===== src/rtl/pc_sequencer_if.sv =====
// +----------------------------------------------------------------------+
// | pc_sequencer_if : instruction-memory fetch handshake bundle          |
// | Rev 1.0                                                              |
// +----------------------------------------------------------------------+
`default_nettype none

interface pc_sequencer_if;
  logic        imem_req;
  logic [15:0] imem_addr;
  logic        imem_ack;
  logic [15:0] imem_data;

  modport master (
    output imem_req,
    output imem_addr,
    input  imem_ack,
    input  imem_data
  );

  modport slave (
    input  imem_req,
    input  imem_addr,
    output imem_ack,
    output imem_data
  );
endinterface

`default_nettype wire


===== src/rtl/pc_sequencer.sv =====
// +----------------------------------------------------------------------+
// | pc_sequencer : fetch/execute program-counter sequencer with halt     |
// | Rev 1.0                                                              |
// +----------------------------------------------------------------------+
`default_nettype none

module pc_sequencer #(
  parameter logic [15:0] RESET_PC = 16'h0000
) (
  input  wire logic        clock,
  input  wire logic        reset,
  input  wire logic        run,
  input  wire logic        clear,
  pc_sequencer_if.master   imem,
  output logic [15:0]      instr,
  output logic             instr_valid,
  input  wire logic        exec_done,
  input  wire logic        zr,
  input  wire logic        ng,
  input  wire logic [15:0] jump_target,
  output logic [15:0]      pc,
  output logic             halted
);

  localparam logic [1:0] c_idle  = 2'd0;
  localparam logic [1:0] c_fetch = 2'd1;
  localparam logic [1:0] c_exec  = 2'd2;
  localparam logic [1:0] c_halt  = 2'd3;

  logic [1:0]  r_state;
  logic [15:0] r_pc;
  logic [15:0] r_instr;
  logic        r_instr_valid;

  logic        w_take;
  logic        w_self_jump;
  logic [15:0] w_next_pc;

  // Jump condition bits j2/j1/j0 select the ng / zr / positive outcomes.
  assign w_take = r_instr[15] &
                  ((r_instr[2] & ng) |
                   (r_instr[1] & zr) |
                   (r_instr[0] & ~ng & ~zr));

  assign w_next_pc   = w_take ? jump_target : (r_pc + 16'd1);
  assign w_self_jump = w_take && (jump_target == r_pc);

  always_ff @(posedge clock or negedge reset) begin
    if (!reset) begin
      r_state       <= c_idle;
      r_pc          <= RESET_PC;
      r_instr       <= 16'h0000;
      r_instr_valid <= 1'b0;
    end else begin
      r_instr_valid <= 1'b0;
      if (clear) begin
        r_state <= c_idle;
        r_pc    <= RESET_PC;
      end else begin
        case (r_state)
          c_idle: begin
            if (run) r_state <= c_fetch;
          end
          c_fetch: begin
            if (imem.imem_ack) begin
              r_instr       <= imem.imem_data;
              r_instr_valid <= 1'b1;
              r_state       <= c_exec;
            end
          end
          c_exec: begin
            if (exec_done) begin
              r_pc <= w_next_pc;
              if (w_self_jump)
                r_state <= c_halt;
              else if (run)
                r_state <= c_fetch;
              else
                r_state <= c_idle;
            end
          end
          default: r_state <= c_halt;
        endcase
      end
    end
  end

  assign imem.imem_req  = (r_state == c_fetch);
  assign imem.imem_addr = r_pc;
  assign instr          = r_instr;
  assign instr_valid    = r_instr_valid;
  assign pc             = r_pc;
  assign halted         = (r_state == c_halt);

endmodule

`default_nettype wire


===== src/flat_wrapper.sv =====
// flat-port wrapper written by rule: the top's interface ports become plain ports
module pc_sequencer_flat 
#(
  parameter logic [15:0] RESET_PC = 16'h0000
)
  (clock, reset, run, clear, instr, instr_valid, exec_done, zr, ng, jump_target, pc, halted, imem_imem_req, imem_imem_addr, imem_imem_ack, imem_imem_data);
  pc_sequencer_if imem_i ();
  input  wire logic clock;
  input  wire logic reset;
  input  wire logic run;
  input  wire logic clear;
  output logic [15:0] instr;
  output logic instr_valid;
  input  wire logic exec_done;
  input  wire logic zr;
  input  wire logic ng;
  input  wire logic [15:0] jump_target;
  output logic [15:0] pc;
  output logic halted;
  output wire logic [$bits(imem_i.imem_req)-1:0] imem_imem_req;
  output wire logic [$bits(imem_i.imem_addr)-1:0] imem_imem_addr;
  input wire logic [$bits(imem_i.imem_ack)-1:0] imem_imem_ack;
  input wire logic [$bits(imem_i.imem_data)-1:0] imem_imem_data;
  assign imem_imem_req = imem_i.imem_req;
  assign imem_imem_addr = imem_i.imem_addr;
  assign imem_i.imem_ack = imem_imem_ack;
  assign imem_i.imem_data = imem_imem_data;
  pc_sequencer #(.RESET_PC(RESET_PC)) u_core (.clock(clock), .reset(reset), .run(run), .clear(clear), .imem(imem_i), .instr(instr), .instr_valid(instr_valid), .exec_done(exec_done), .zr(zr), .ng(ng), .jump_target(jump_target), .pc(pc), .halted(halted));
endmodule

===== config.mk =====
export PLATFORM = sky130hd
export DESIGN_NAME = pc_sequencer_flat
export DESIGN_NICKNAME = d
export VERILOG_FILES = /design/src/rtl/pc_sequencer_if.sv /design/src/rtl/pc_sequencer.sv /design/src/flat_wrapper.sv
export SDC_FILE = /design/constraint.sdc
export NUM_CORES = 1
export LEC_CHECK = 0
export ABC_AREA = 0
export CELL_PAD_IN_SITES_DETAIL_PLACEMENT = 0
export CELL_PAD_IN_SITES_GLOBAL_PLACEMENT = 1
export CORE_ASPECT_RATIO = 1.75
export CORE_UTILIZATION = 35
export CTS_BUF_LIST = sky130_fd_sc_hd__clkbuf_4
export DETAILED_ROUTE_END_ITERATION = 6
export GPL_TIMING_DRIVEN = 0
export PLACE_DENSITY = 0.85
export REMOVE_ABC_BUFFERS = 1
export SETUP_SLACK_MARGIN = 0.1
export SYNTH_ARGS = -nofsm -noshare
export SYNTH_HDL_FRONTEND = slang
export SYNTH_SLANG_ARGS = --single-unit
export TNS_END_PERCENT = 50

===== constraint.sdc =====
create_clock -name clock -period 2.6 [get_ports clock]
set_clock_uncertainty 0.05 [all_clocks]
set_input_delay 0.78 -clock clock [delete_from_list [all_inputs] [get_ports clock]]
set_output_delay 0.78 -clock clock [all_outputs]
set_load 0.01 [all_outputs]

# Word-level counts from Yosys, hierarchy flattened
# Cells that the tools add are included.
# classes
add_sub_neg	1
n_eq_ne	7
muxes	14
n_bitwise	10
n_reduce_logical	7
# ops
operator	n
two-way mux 16 bit	4
adder 16 x 1 -> 16 bit, second input constant	1
== test 16 bit	1
two-way mux 2 bit	5
inequality test 3 bit, second input constant	2
one-hot mux 2 bit (3 select lines)	1
AND reduction 3 bit	2
AND 1 bit	5
== test 2 bit, second input constant	2
two-way mux 1 bit	4
nonzero test 2 bit	2
inequality test 3 x 2 -> 1 bit, second input constant	1
inverter 1 bit	3
== test 2 x 1 -> 1 bit, second input constant	1
logical NOT 2 bit	1
OR 1 bit	2
AND reduction 2 bit	1
logical AND 1 bit	1
# totals
regBits	35
inputBits	40
out_inout_bits	51
word_cells	43

# Longest topological paths before layout
# Gate-level depths: netlist of the first run.
# depth
ltp_word	10
depth_mapped	6
ltp_nobuf	5

# Least setup slack after synthesis of the first run
# No wires, ideal clock.
# synth_timing
path_type	input to register
startpoint	input ng
endpoint	register u_core.r_pc[2] (netlist: u_core.imem.imem_addr[2])
setup_time_ns	0.122
arrival_time_ns	1.844
required_ns	2.428
path_slack_ns	0.585
path_stages	4
n_path_buf	0
path_cell_list	a22o_1 > o21ai_4 > mux2_2 > a32o_1
# synth_via
elab_chain_cells	9
word_cells_on_any_way	11
classes_between	mux: 4; bitwise: 7
# synth_rtl
item	line_no	text
from (decl)	flat_wrapper.sv:16	input wire logic ng;
inverter 1 bit	pc_sequencer.sv:43	(r_instr[0] & ~ng & ~zr));
AND 1 bit (2 in a row)	pc_sequencer.sv:43	
OR 1 bit (*)	pc_sequencer.sv:42	(r_instr[1] & zr) |
AND 1 bit (*)	pc_sequencer.sv:40	assign w_take = r_instr[15] &
two-way mux 16 bit (*)	pc_sequencer.sv:45	assign w_next_pc = w_take ? jump_target : (r_pc + 16'd1);
two-way mux 16 bit (*)	pc_sequencer.sv:72	if (exec_done) begin
two-way mux 16 bit (*)	pc_sequencer.sv:60	case (r_state)
two-way mux 16 bit (*)	pc_sequencer.sv:56	if (clear) begin
to (signal assigned)	pc_sequencer.sv:73	r_pc <= w_next_pc;
to (decl)	pc_sequencer.sv:31	logic [15:0] r_pc;
# Mark *: on every way between the ends. The rest lies on a longest branch, timed or not. The select of a mux whose other input is x is not followed.
# A chain may end at the register's enable or synchronous reset.

# Worst setup path in the final report of the first run
# layout_timing
startpoint	register u_core.r_state[0]
endpoint	output imem_imem_req
# layout_via
elab_chain_cells	1
# layout_rtl
item	line_no	text
from (decl)	pc_sequencer.sv:30	logic [1:0] r_state;
from (signal assigned)	pc_sequencer.sv:50	r_state <= c_idle;
from (signal assigned)	pc_sequencer.sv:57	r_state <= c_idle;
from (signal assigned)	pc_sequencer.sv:62	if (run) r_state <= c_fetch;
== test 2 x 1 -> 1 bit	pc_sequencer.sv:88	assign imem.imem_req = (r_state == c_fetch);
to (decl)	flat_wrapper.sv:20	output wire logic [$bits(imem_i.imem_req)-1:0] imem_imem_req;
# No other way between the ends.

==> results of run 1 <==
layout make-up:
cell class                      count  area [um2]
Timing Repair Buffer               95         928
Tap cell                           82         103
Clock inverter                      3        43.8
Inverter                           11        41.3
Sequential cell                    35         876
Fill cell                         608        3240
Clock buffer                        5        37.5
Multi-Input combinational cell    161        1220
per-stage QoR:
| step | cells | instance area, um2 | setup WS [ns] | util (%) | setup TNS (ns) |
|---|---|---|---|---|---|
| floorplan | 206 | 2120 | 0.315 | - | 0 |
| global placement | 378 | 3130 | -0.703 | 48.2 | -19.33 |
| detailed placement | 378 | 3120 | -0.729 | 48.1 | -15.16 |
| CTS | 386 | 3200 | 0.00144 | 49.4 | 0 |
| global route | 392 | 3250 | 0.0908 | 50.0 | 0 |
| finish | 392 | 3250 | 0.192 | 50.0 | 0 |
placed cells by master (no fill, tap or decap), types with 6 or more instances in the layout:
master / instances
dfrtp_1: 35
mux2i_1: 8
clkdlybuf4s50_1: 88
nand2_1: 14
mux2_1: 9
nor4_1: 9
xor2_1: 15
o21ai_0: 6
mux2_2: 9
nand3_1: 6
a21oi_1: 8
nand4_1: 8
nor2_1: 11
inv_1: 11
power by group:
part | switching [mW] | internal [mW] | total (mW)
logic | 0.233 | 0.307 | 0.540
registers | 0.0609 | 0.624 | 0.685
clock network | 0.220 | 0.202 | 0.422
kinds of logic (layout without fill, tap and decap cells):
family                     Yosys count  count (layout)  synth area share (%)
buffers and inverters               41             114                  11.2
adders and majority gates            1               1                 0.534
muxes                               26              26                  12.1
and+or+nand+nor                     75              75                  18.8
AOI/OAI and AO/OA                   42              43                  13.7
DFF                                 35              35                  37.4
xor gates and xnor gates            16              16                  6.30
what timing repair did:
item / CTS / global route
resized for setup: 2 / 2
buffers inserted: 0 / 5
gates cloned: 0 / 1
endpoints found under the setup margin: 19 / 15
hold buffers: 0 / 0
pin swaps: 0 / 1
metal layers:
metal	track usage (%)	share of wire [%]	up-vias
li1	-	-	996
met1	20.8	38	1036
met2	36.1	54	91
met3	3.81	5.7	13
met4	9.42	2.7	0
met5	0	0	-
state kept, by name (all words and copies together) (netlist names):
name and flops:
u_core.imem.imem_addr 16, u_core.instr_valid 1, u_core.instr 16, u_core.r_state 2
worst paths after layout:
check,start,to,slack [ns],cells past startpoint
hold reg to reg,u_core.instr[8],u_core.instr[8],0.45,1
setup reg to reg,u_core.imem.imem_addr[0],u_core.imem.imem_addr[12],0.60,5
hold / removal,reset,u_core.imem.imem_addr[5],0.44,1
min in group clock,u_core.instr[8],u_core.instr[8],0.45,1
setup / recovery,u_core.r_state[0],imem_imem_req,0.19,2
max in group asynchronous,reset,u_core.instr[13],1.53,1
==> reports/metrics.csv, run 1 <==
stage,metric,value,unit
status,status,"complete, no violations",
synth,yosysTopAreaCell,dfrtp_1,
synth,synth_top_area_share,37.4,%
place,place_hpwl,4.76,mm
timing,drv_slew,0,
die,io_pins,91,
layout,areaGrowthSynthToFinish,38.4,%
synth,synth-seq-cells,35,
global_route,grt_pass1_vias,2091,
hold_path,hold_path.class,in2async,
synth,synth_enable_flop_cells,0,
routing,detail_route.vias_per_cell,5.45,
place,io_buffers,90,
synth,synth_common_cells,"dfrtp_1, buf_4, xor2_1, nand2_1",
synth,ys_seq_area_share,37.4,%
synth,ys_async_sr_fraction,100,%
synth,synthCells,236,
setup_path,critPathMaxFanout,9,
layout,n_antenna_cell,0,
timing,worst_pin_slew,0.815,ns
setup_path,crit_path_top_delay_cell,clkdlybuf4s50_1,
timing,finalCritPeriodShare,92.6,%
pwr,irDropWorstVdd,0.239,mV
pwr,p_leak,1.28,nW
clock_network,h-tree-depth,2,
clock_network,clk_latency,0.36,ns
global_route,grt_pass1_wl,10.4,mm
synth,synth_area_per_cell,9.94,um2
setup_path,cp_slowest_stage_delay,0.55,ns
pwr,powerDensity,507,nW/um2
die,start_util,36.1,%
clock_network,clkSlewWorstSetupHoldPaths,0.14,ns
run,drv_cap,0,
clock_network,clock-sinks,35,
routing,num_vias,2136,
routing,drc_errors,0,
routing,firstDrtPassIters,5,
die,die_w,63.9,um
global_route,grt_max_degree,36,
setup_path,path_class,reg2out,
die,die_area,7040,um2
clock_network,cts_root_buffer,clkbuf_4,
clock_network,cts_tree,yes,
die,row_count,39,
routing,ant_nets,0,
global_route,track_usage,19.5,%
timing,fin_hold_ws,0.439,ns
setup_path,worstSetupEndpointType,output port,
synth,ys_top_cells_by_area,"dfrtp_1, buf_4, xor2_1",
timing,finalSetupViolations,0,
setup_path,crit_chain,nor2b_1 -> clkdlybuf4s50_1,
setup_path,critPathLaunchType,register,
timing,rsz0062_at_grt,true,
routing,initialDrtViolationCount,62,
synth,ys_warn_count,0,
timing,min_period,2.41,ns
synth,yosysUniqueCellTypes,54,
routing,wl_per_cell,17.1,um
clock_network,cts_buffers,5,
setup_path,required,1.77,ns
synth,syn-cell-area,2340,um2
timing,slew_headroom,45.7,%
layout,drive_gt1_share,11.6,%
timing,max_freq,415,MHz
die,dieHeight,110,um
layout,fin_nets,350,
setup_path,crit_buf_inv,1,
setup_path,cp.arrival,1.58,ns
timing,final_hold_viol_count,0,
pwr,power.total,1.65,mW
clock_network,clockBufferDepth,2,
synth,synthFlopType,dfrtp_1,
global_route,antenna_found_initial,0,
die,coreArea,6490,um2
routing,drt_wl_total,6.71,mm
place,gp_congestion,0.809,
setup_path,path_delay_family,buffers and inverters,
global_route,grt_overflow,0,
synth,synth_most_common_cell,dfrtp_1,
(Power assumes the default switching activity.)
==> run 2, diff against run 1 <==
--- a/config.mk
+++ b/config.mk
@@ -10,7 +10,7 @@
 export CELL_PAD_IN_SITES_GLOBAL_PLACEMENT = 1
 export CORE_ASPECT_RATIO = 1.75
 export CORE_UTILIZATION = 35
-export CTS_BUF_LIST = sky130_fd_sc_hd__clkbuf_4
+export CTS_BUF_LIST = sky130_fd_sc_hd__clkbuf_4 sky130_fd_sc_hd__clkbuf_8 sky130_fd_sc_hd__clkbuf_16
 export DETAILED_ROUTE_END_ITERATION = 6
 export GPL_TIMING_DRIVEN = 0
 export PLACE_DENSITY = 0.85
==> reports/metrics.csv, run 2 (synthesis results as in run 1) <==
stage,metric,value,unit,change
pwr,powerDensity,571,nW/um2,was 507 nW/um2
die,die_area,7040,um2,unchanged
place,place_hpwl,4.76,mm,unchanged
pwr,p_leak,1.32,nW,was 1.28 nW
setup_path,cp-endpoint,u_core.imem.imem_addr[2],,was imem_imem_req
setup_path,rr_startpoint,u_core.instr[2],,was u_core.imem.imem_addr[0]
run,drv_cap,0,,unchanged
global_route,grt_overflow,0,,unchanged
layout,fin_area,3330,um2,was 3250 um2
timing,finalSetupViolations,0,,unchanged
routing,num_vias,2170,,was 2136
clock_network,cts_hold_buf,0,,unchanged
die,row_count,39,,unchanged
setup_path,critPathLaunchType,input pin,,was register
routing,drc_errors,0,,unchanged
die,dieHeight,110,um,unchanged
layout,drive_gt1_share,11.4,%,was 11.6%
timing,slew_headroom,42.6,%,was 45.7%
layout,fin_nets,348,,was 350
global_route,antenna_found_initial,0,,unchanged
timing,final_hold_viol_count,0,,unchanged
hold_path,hold_path.class,reg2reg,,was in2async
layout,layout_commonest_cell,clkdlybuf4s50_1,,unchanged
place,placed_area,3120,um2,unchanged
die,io_pins,91,,unchanged
clock_network,cts_tree,yes,,unchanged
clock_network,clk_latency,0.28,ns,was 0.36 ns
setup_path,r2r-end,u_core.imem.imem_addr[2],,was u_core.imem.imem_addr[12]
setup_path,worstSetupEndpointType,register,,was output port
setup_path,cp.arrival,2.60,ns,was 1.58 ns
layout,final_cell_mix,"clkdlybuf4s50_1, dfrtp_1, xor2_1",,unchanged
timing,rsz0062_at_grt,true,,unchanged
routing,initialDrtViolationCount,37,,was 62
setup_path,worstSetupStartpoint,ng,,was u_core.r_state[0]
setup_path,path_class,in2reg,,was reg2out
clock_network,cts_root_buffer,clkbuf_16,,was clkbuf_4
die,die_w,63.9,um,unchanged
layout,final_util,51.3,%,was 50.0%
global_route,grt_pass1_wl,10.5,mm,was 10.4 mm
timing,drv_slew,0,,unchanged
timing,max_freq,403,MHz,was 415 MHz
layout,n_antenna_cell,0,,unchanged
die,coreArea,6490,um2,unchanged
status,status,"complete, no violations",,unchanged
setup_path,required,2.72,ns,was 1.77 ns
place,place_ws,-0.729,ns,unchanged
routing,firstDrtPassIters,4,,was 5
timing,finalCritPeriodShare,95.5,%,was 92.6%
routing,ant_nets,0,,unchanged
pwr,irDropWorstVdd,0.273,mV,was 0.239 mV
place,io_buffers,90,,unchanged
place,gp_congestion,0.809,,unchanged
global_route,track_usage,19.5,%,about the same
layout,fin_cells,390,,was 392
routing,drt_wl_total,6.56,mm,was 6.71 mm
place,place_inst,378,,unchanged
timing,worst_pin_slew,0.858,ns,was 0.815 ns
routing,wl_per_cell,16.8,um,was 17.1 um
layout,fillers,598,,was 608
clock_network,clkSlewWorstSetupHoldPaths,0.06,ns,was 0.14 ns
setup_path,critPathMaxFanout,27,,was 9
global_route,grt_max_degree,36,,unchanged
clock_network,h-tree-depth,2,,unchanged
layout,areaGrowthSynthToFinish,41.9,%,was 38.4%
setup_path,reg2regPathDepth,4,,was 5
die,start_util,36.1,%,unchanged
timing,min_period,2.48,ns,was 2.41 ns
routing,detail_route.vias_per_cell,5.56,,was 5.45
clock_network,clockBufferDepth,2,,unchanged
clock_network,cts_buffers,5,,unchanged
timing,fin_ws,0.118,ns,was 0.192 ns
pwr,power.total,1.90,mW,was 1.65 mW
global_route,grt_pass1_vias,2125,,was 2091
clock_network,clock-sinks,35,,unchanged
setup_path,r2r_slack,0.48,ns,was 0.60 ns
-- run 2: layout make-up --
type                       instances  area (um2)  area share (%)
clock buffer                       5         125            3.76
clock inverter                     3        43.8            1.32
inverter                          11        41.3            1.24
multi-input combinational        160        1210            36.5
sequential                        35         876            26.3
tap                               82         103            3.08
timing repair buffer              94         925            27.8
-- run 2: worst min path at each step --
| stage | to | from | depth (start not counted) |
|---|---|---|---|
| 2_1_floorplan | u_core.imem.imem_addr[0] | reset | 0 |
| 3_3_place_gp | u_core.instr[13] | u_core.instr[13] | 1 |
| 3_5_place_dp | u_core.instr[5] | u_core.instr[5] | 1 |
| 4_1_cts | u_core.instr[8] | u_core.instr[8] | 1 |
| 5_1_grt | u_core.instr[9] | u_core.instr[9] | 1 |
| 6_report | u_core.instr[8] | u_core.instr[8] | 1 |
-- run 2: timing repair --
action | CTS | global route
buffers inserted | 0 | 4
gates resized for setup | 7 | 0
pin swaps | 2 | 0
endpoints found under the setup margin | 25 | 3
-- run 2: worst max-delay path, cell delays in order --
cell	delay [ns]
dlygate4sd2_1	0.26
a22o_1	0.26
o21ai_4	0.68
mux2_2	0.41
a32o_1	0.20
-- run 2: metal layers --
metal | vias up | wire length (um) | global-route usage [%]
met5 | - | 0 | 0
met4 | 0 | 158 | 8.93
met3 | 14 | 399 | 3.91
met2 | 102 | 3620 | 36.4
met1 | 1058 | 2380 | 20.7
li1 | 996 | - | -
-- run 2: power breakdown --
group          switching, mW  internal [mW]  total (mW)
Clock                  0.236          0.452       0.688
Sequential            0.0571          0.626       0.683
Combinational          0.224          0.304       0.528
Total                  0.517           1.38        1.90
-- run 2: per-stage QoR --
step | TNS (ns) | hold slack [ns]
finish | 0 | 0.437
global route | 0 | 0.463
CTS | 0 | 0.443
detailed placement | -15.16 | 0.430
global placement | -19.33 | 0.417
floorplan | 0 | 0.434
==> run 3, diff against run 2 <==
--- a/config.mk
+++ b/config.mk
@@ -6,6 +6,7 @@
 export NUM_CORES = 1
 export LEC_CHECK = 0
 export ABC_AREA = 0
+export ABC_CLOCK_PERIOD_IN_PS = 2600
 export CELL_PAD_IN_SITES_DETAIL_PLACEMENT = 0
 export CELL_PAD_IN_SITES_GLOBAL_PLACEMENT = 1
 export CORE_ASPECT_RATIO = 1.75
@@ -13,7 +14,7 @@
 export CTS_BUF_LIST = sky130_fd_sc_hd__clkbuf_4 sky130_fd_sc_hd__clkbuf_8 sky130_fd_sc_hd__clkbuf_16
 export DETAILED_ROUTE_END_ITERATION = 6
 export GPL_TIMING_DRIVEN = 0
-export PLACE_DENSITY = 0.85
+export PLACE_DENSITY = 0.94
 export REMOVE_ABC_BUFFERS = 1
 export SETUP_SLACK_MARGIN = 0.1
 export SYNTH_ARGS = -nofsm -noshare
==> reports/metrics.csv, run 3 (synthesis results as in run 1) <==
stage,metric,value,unit,change
pwr,power.total,1.80,mW,was 1.90 mW
setup_path,reg2regPathDepth,4,,unchanged
clock_network,clkSlewWorstSetupHoldPaths,0.05,ns,was 0.06 ns
layout,layout_commonest_cell,clkdlybuf4s50_1,,unchanged
routing,num_vias,2161,,was 2170
clock_network,cts_tree,yes,,unchanged
routing,detail_route.vias_per_cell,5.56,,about the same
die,die_w,63.9,um,unchanged
status,status,"complete, no violations",,unchanged
setup_path,path_delay_family,compound AO/OA/AOI/OAI gates,,unchanged
routing,drc_errors,0,,unchanged
setup_path,critPathLaunchType,input pin,,unchanged
setup_path,r2r-end,u_core.imem.imem_addr[6],,was u_core.imem.imem_addr[2]
hold_path,hold_path.class,reg2reg,,unchanged
global_route,use_met2,33.5,%,was 36.4%
setup_path,crit_cells,5,,unchanged
die,dieHeight,110,um,unchanged
place,gp_congestion,0.882,,was 0.809
setup_path,rr_startpoint,u_core.instr[2],,unchanged
global_route,grt_pass1_vias,2094,,was 2125
timing,fin_ws,0.162,ns,was 0.118 ns
die,coreArea,6490,um2,unchanged
global_route,grt_pass1_wl,10.2,mm,was 10.5 mm
run,drv_cap,0,,unchanged
timing,rsz0062_at_grt,false,,was true
layout,drive_gt1_share,11.1,%,was 11.4%
setup_path,r2r_slack,0.51,ns,was 0.48 ns
routing,wl_per_cell,16.4,um,was 16.8 um
clock_network,clockBufferDepth,2,,unchanged
pwr,p_leak,1.32,nW,about the same
place,place_inst,378,,unchanged
place,io_buffers,90,,unchanged
routing,drt_wl_total,6.39,mm,was 6.56 mm
global_route,antenna_found_initial,0,,unchanged
setup_path,crit_chain,dlygate4sd2_1 -> a22o_1 -> o21ai_4 -> mux2_4 -> a32o_1,,was dlygate4sd2_1 -> a22o_1 -> o21ai_4 -> mux2_2 -> a32o_1
place,place_hpwl,4.66,mm,was 4.76 mm
clock_network,h-tree-depth,2,,unchanged
layout,n_antenna_cell,0,,unchanged
timing,max_freq,410,MHz,was 403 MHz
setup_path,path_class,in2reg,,unchanged
die,row_count,39,,unchanged
die,io_pins,91,,unchanged
global_route,grt_overflow,0,,unchanged
setup_path,cp_slowest_stage_delay,0.69,ns,was 0.68 ns
timing,tns,0,ns,unchanged
timing,min_period,2.44,ns,was 2.48 ns
clock_network,cts_buffers,5,,unchanged
global_route,top_usage_layer,met2,,unchanged
global_route,grt_use_met3,2.47,%,was 3.91%
pwr,powerDensity,544,nW/um2,was 571 nW/um2
setup_path,worstSetupStartpoint,ng,,unchanged
routing,firstDrtPassIters,4,,unchanged
setup_path,crit_buf_inv,1,,unchanged
layout,final_cell_mix,"clkdlybuf4s50_1, dfrtp_1, xor2_1",,unchanged
setup_path,worstSetupEndpointType,register,,unchanged
clock_network,clock-sinks,35,,unchanged
die,die_area,7040,um2,unchanged
timing,slew_headroom,41.0,%,was 42.6%
setup_path,required,2.71,ns,was 2.72 ns
routing,initialDrtViolationCount,101,,was 37
place,place_ws,-0.777,ns,was -0.729 ns
global_route,gr-usage-met1,21.4,%,was 20.7%
layout,fin_cells,389,,was 390
global_route,track_usage,18.9,%,was 19.5%
clock_network,clk_latency,0.28,ns,about the same
global_route,grt_max_degree,36,,unchanged
timing,drv_slew,0,,unchanged
setup_path,cp.arrival,2.55,ns,was 2.60 ns
die,start_util,36.1,%,unchanged
timing,finalSetupViolations,0,,unchanged
timing,worst_pin_slew,0.882,ns,was 0.858 ns
timing,fin_hold_ws,0.432,ns,was 0.437 ns
setup_path,critPathMaxFanout,27,,unchanged
timing,final_hold_viol_count,0,,unchanged
layout,areaGrowthSynthToFinish,41.1,%,was 41.9%
routing,ant_nets,0,,unchanged
clock_network,cts_root_buffer,clkbuf_16,,unchanged
setup_path,cp-endpoint,u_core.imem.imem_addr[6],,was u_core.imem.imem_addr[2]
place,placed_area,3120,um2,unchanged
layout,fin_area,3310,um2,was 3330 um2
setup_path,crit_path_top_delay_cell,o21ai_4,,unchanged
pwr,irDropWorstVdd,0.265,mV,was 0.273 mV
layout,final_util,51.0,%,was 51.3%
timing,finalCritPeriodShare,93.8,%,was 95.5%
layout,fin_nets,348,,unchanged
## run 3: report_power, final
| part | internal [mW] | switching, mW |
|---|---|---|
| Clock | 0.374 | 0.212 |
| Combinational | 0.307 | 0.223 |
| Sequential | 0.626 | 0.0588 |
| Total | 1.31 | 0.494 |
## run 3: final cells by class
cell class,count,area [um2]
Clock buffer,6,139
Inverter,11,41.3
Sequential cell,35,876
Tap cell,82,103
Fill cell,598,3180
Multi-Input combinational cell,160,1220
Clock inverter,1,5.00
Timing Repair Buffer,94,925
## run 3: how the worst min path moves through the flow
stage,start,end,slack (ns),cells past startpoint
after floorplan,reset,u_core.imem.imem_addr[0],0.43,0
after global placement,u_core.instr[13],u_core.instr[13],0.42,1
after detailed placement,u_core.instr[11],u_core.instr[11],0.43,1
after CTS,u_core.instr[11],u_core.instr[11],0.44,1
after global routing,u_core.instr[7],u_core.instr[7],0.45,1
final,u_core.instr[7],u_core.instr[7],0.43,1
## run 3: worst reg2reg max path: cells and delay by family (launching register included)
kind | cells | cell delay [ns]
DFF | 1 | 0.39
muxes | 1 | 0.37
AOI/OAI and AO/OA | 3 | 1.17
## run 3: repair_timing
item                                    CTS  global route
endpoints found under the setup margin   23             2
resized for setup                         9             0
hold buffers                              0             0
setup buffers                             0             4
pin swaps                                 1             0
## run 3: per-layer routing
metal  vias up  wire length (um)
met1      1056              2390
met2        96              3420
met5         -                 0
li1        991                 -
met4         0               219
met3        18               368
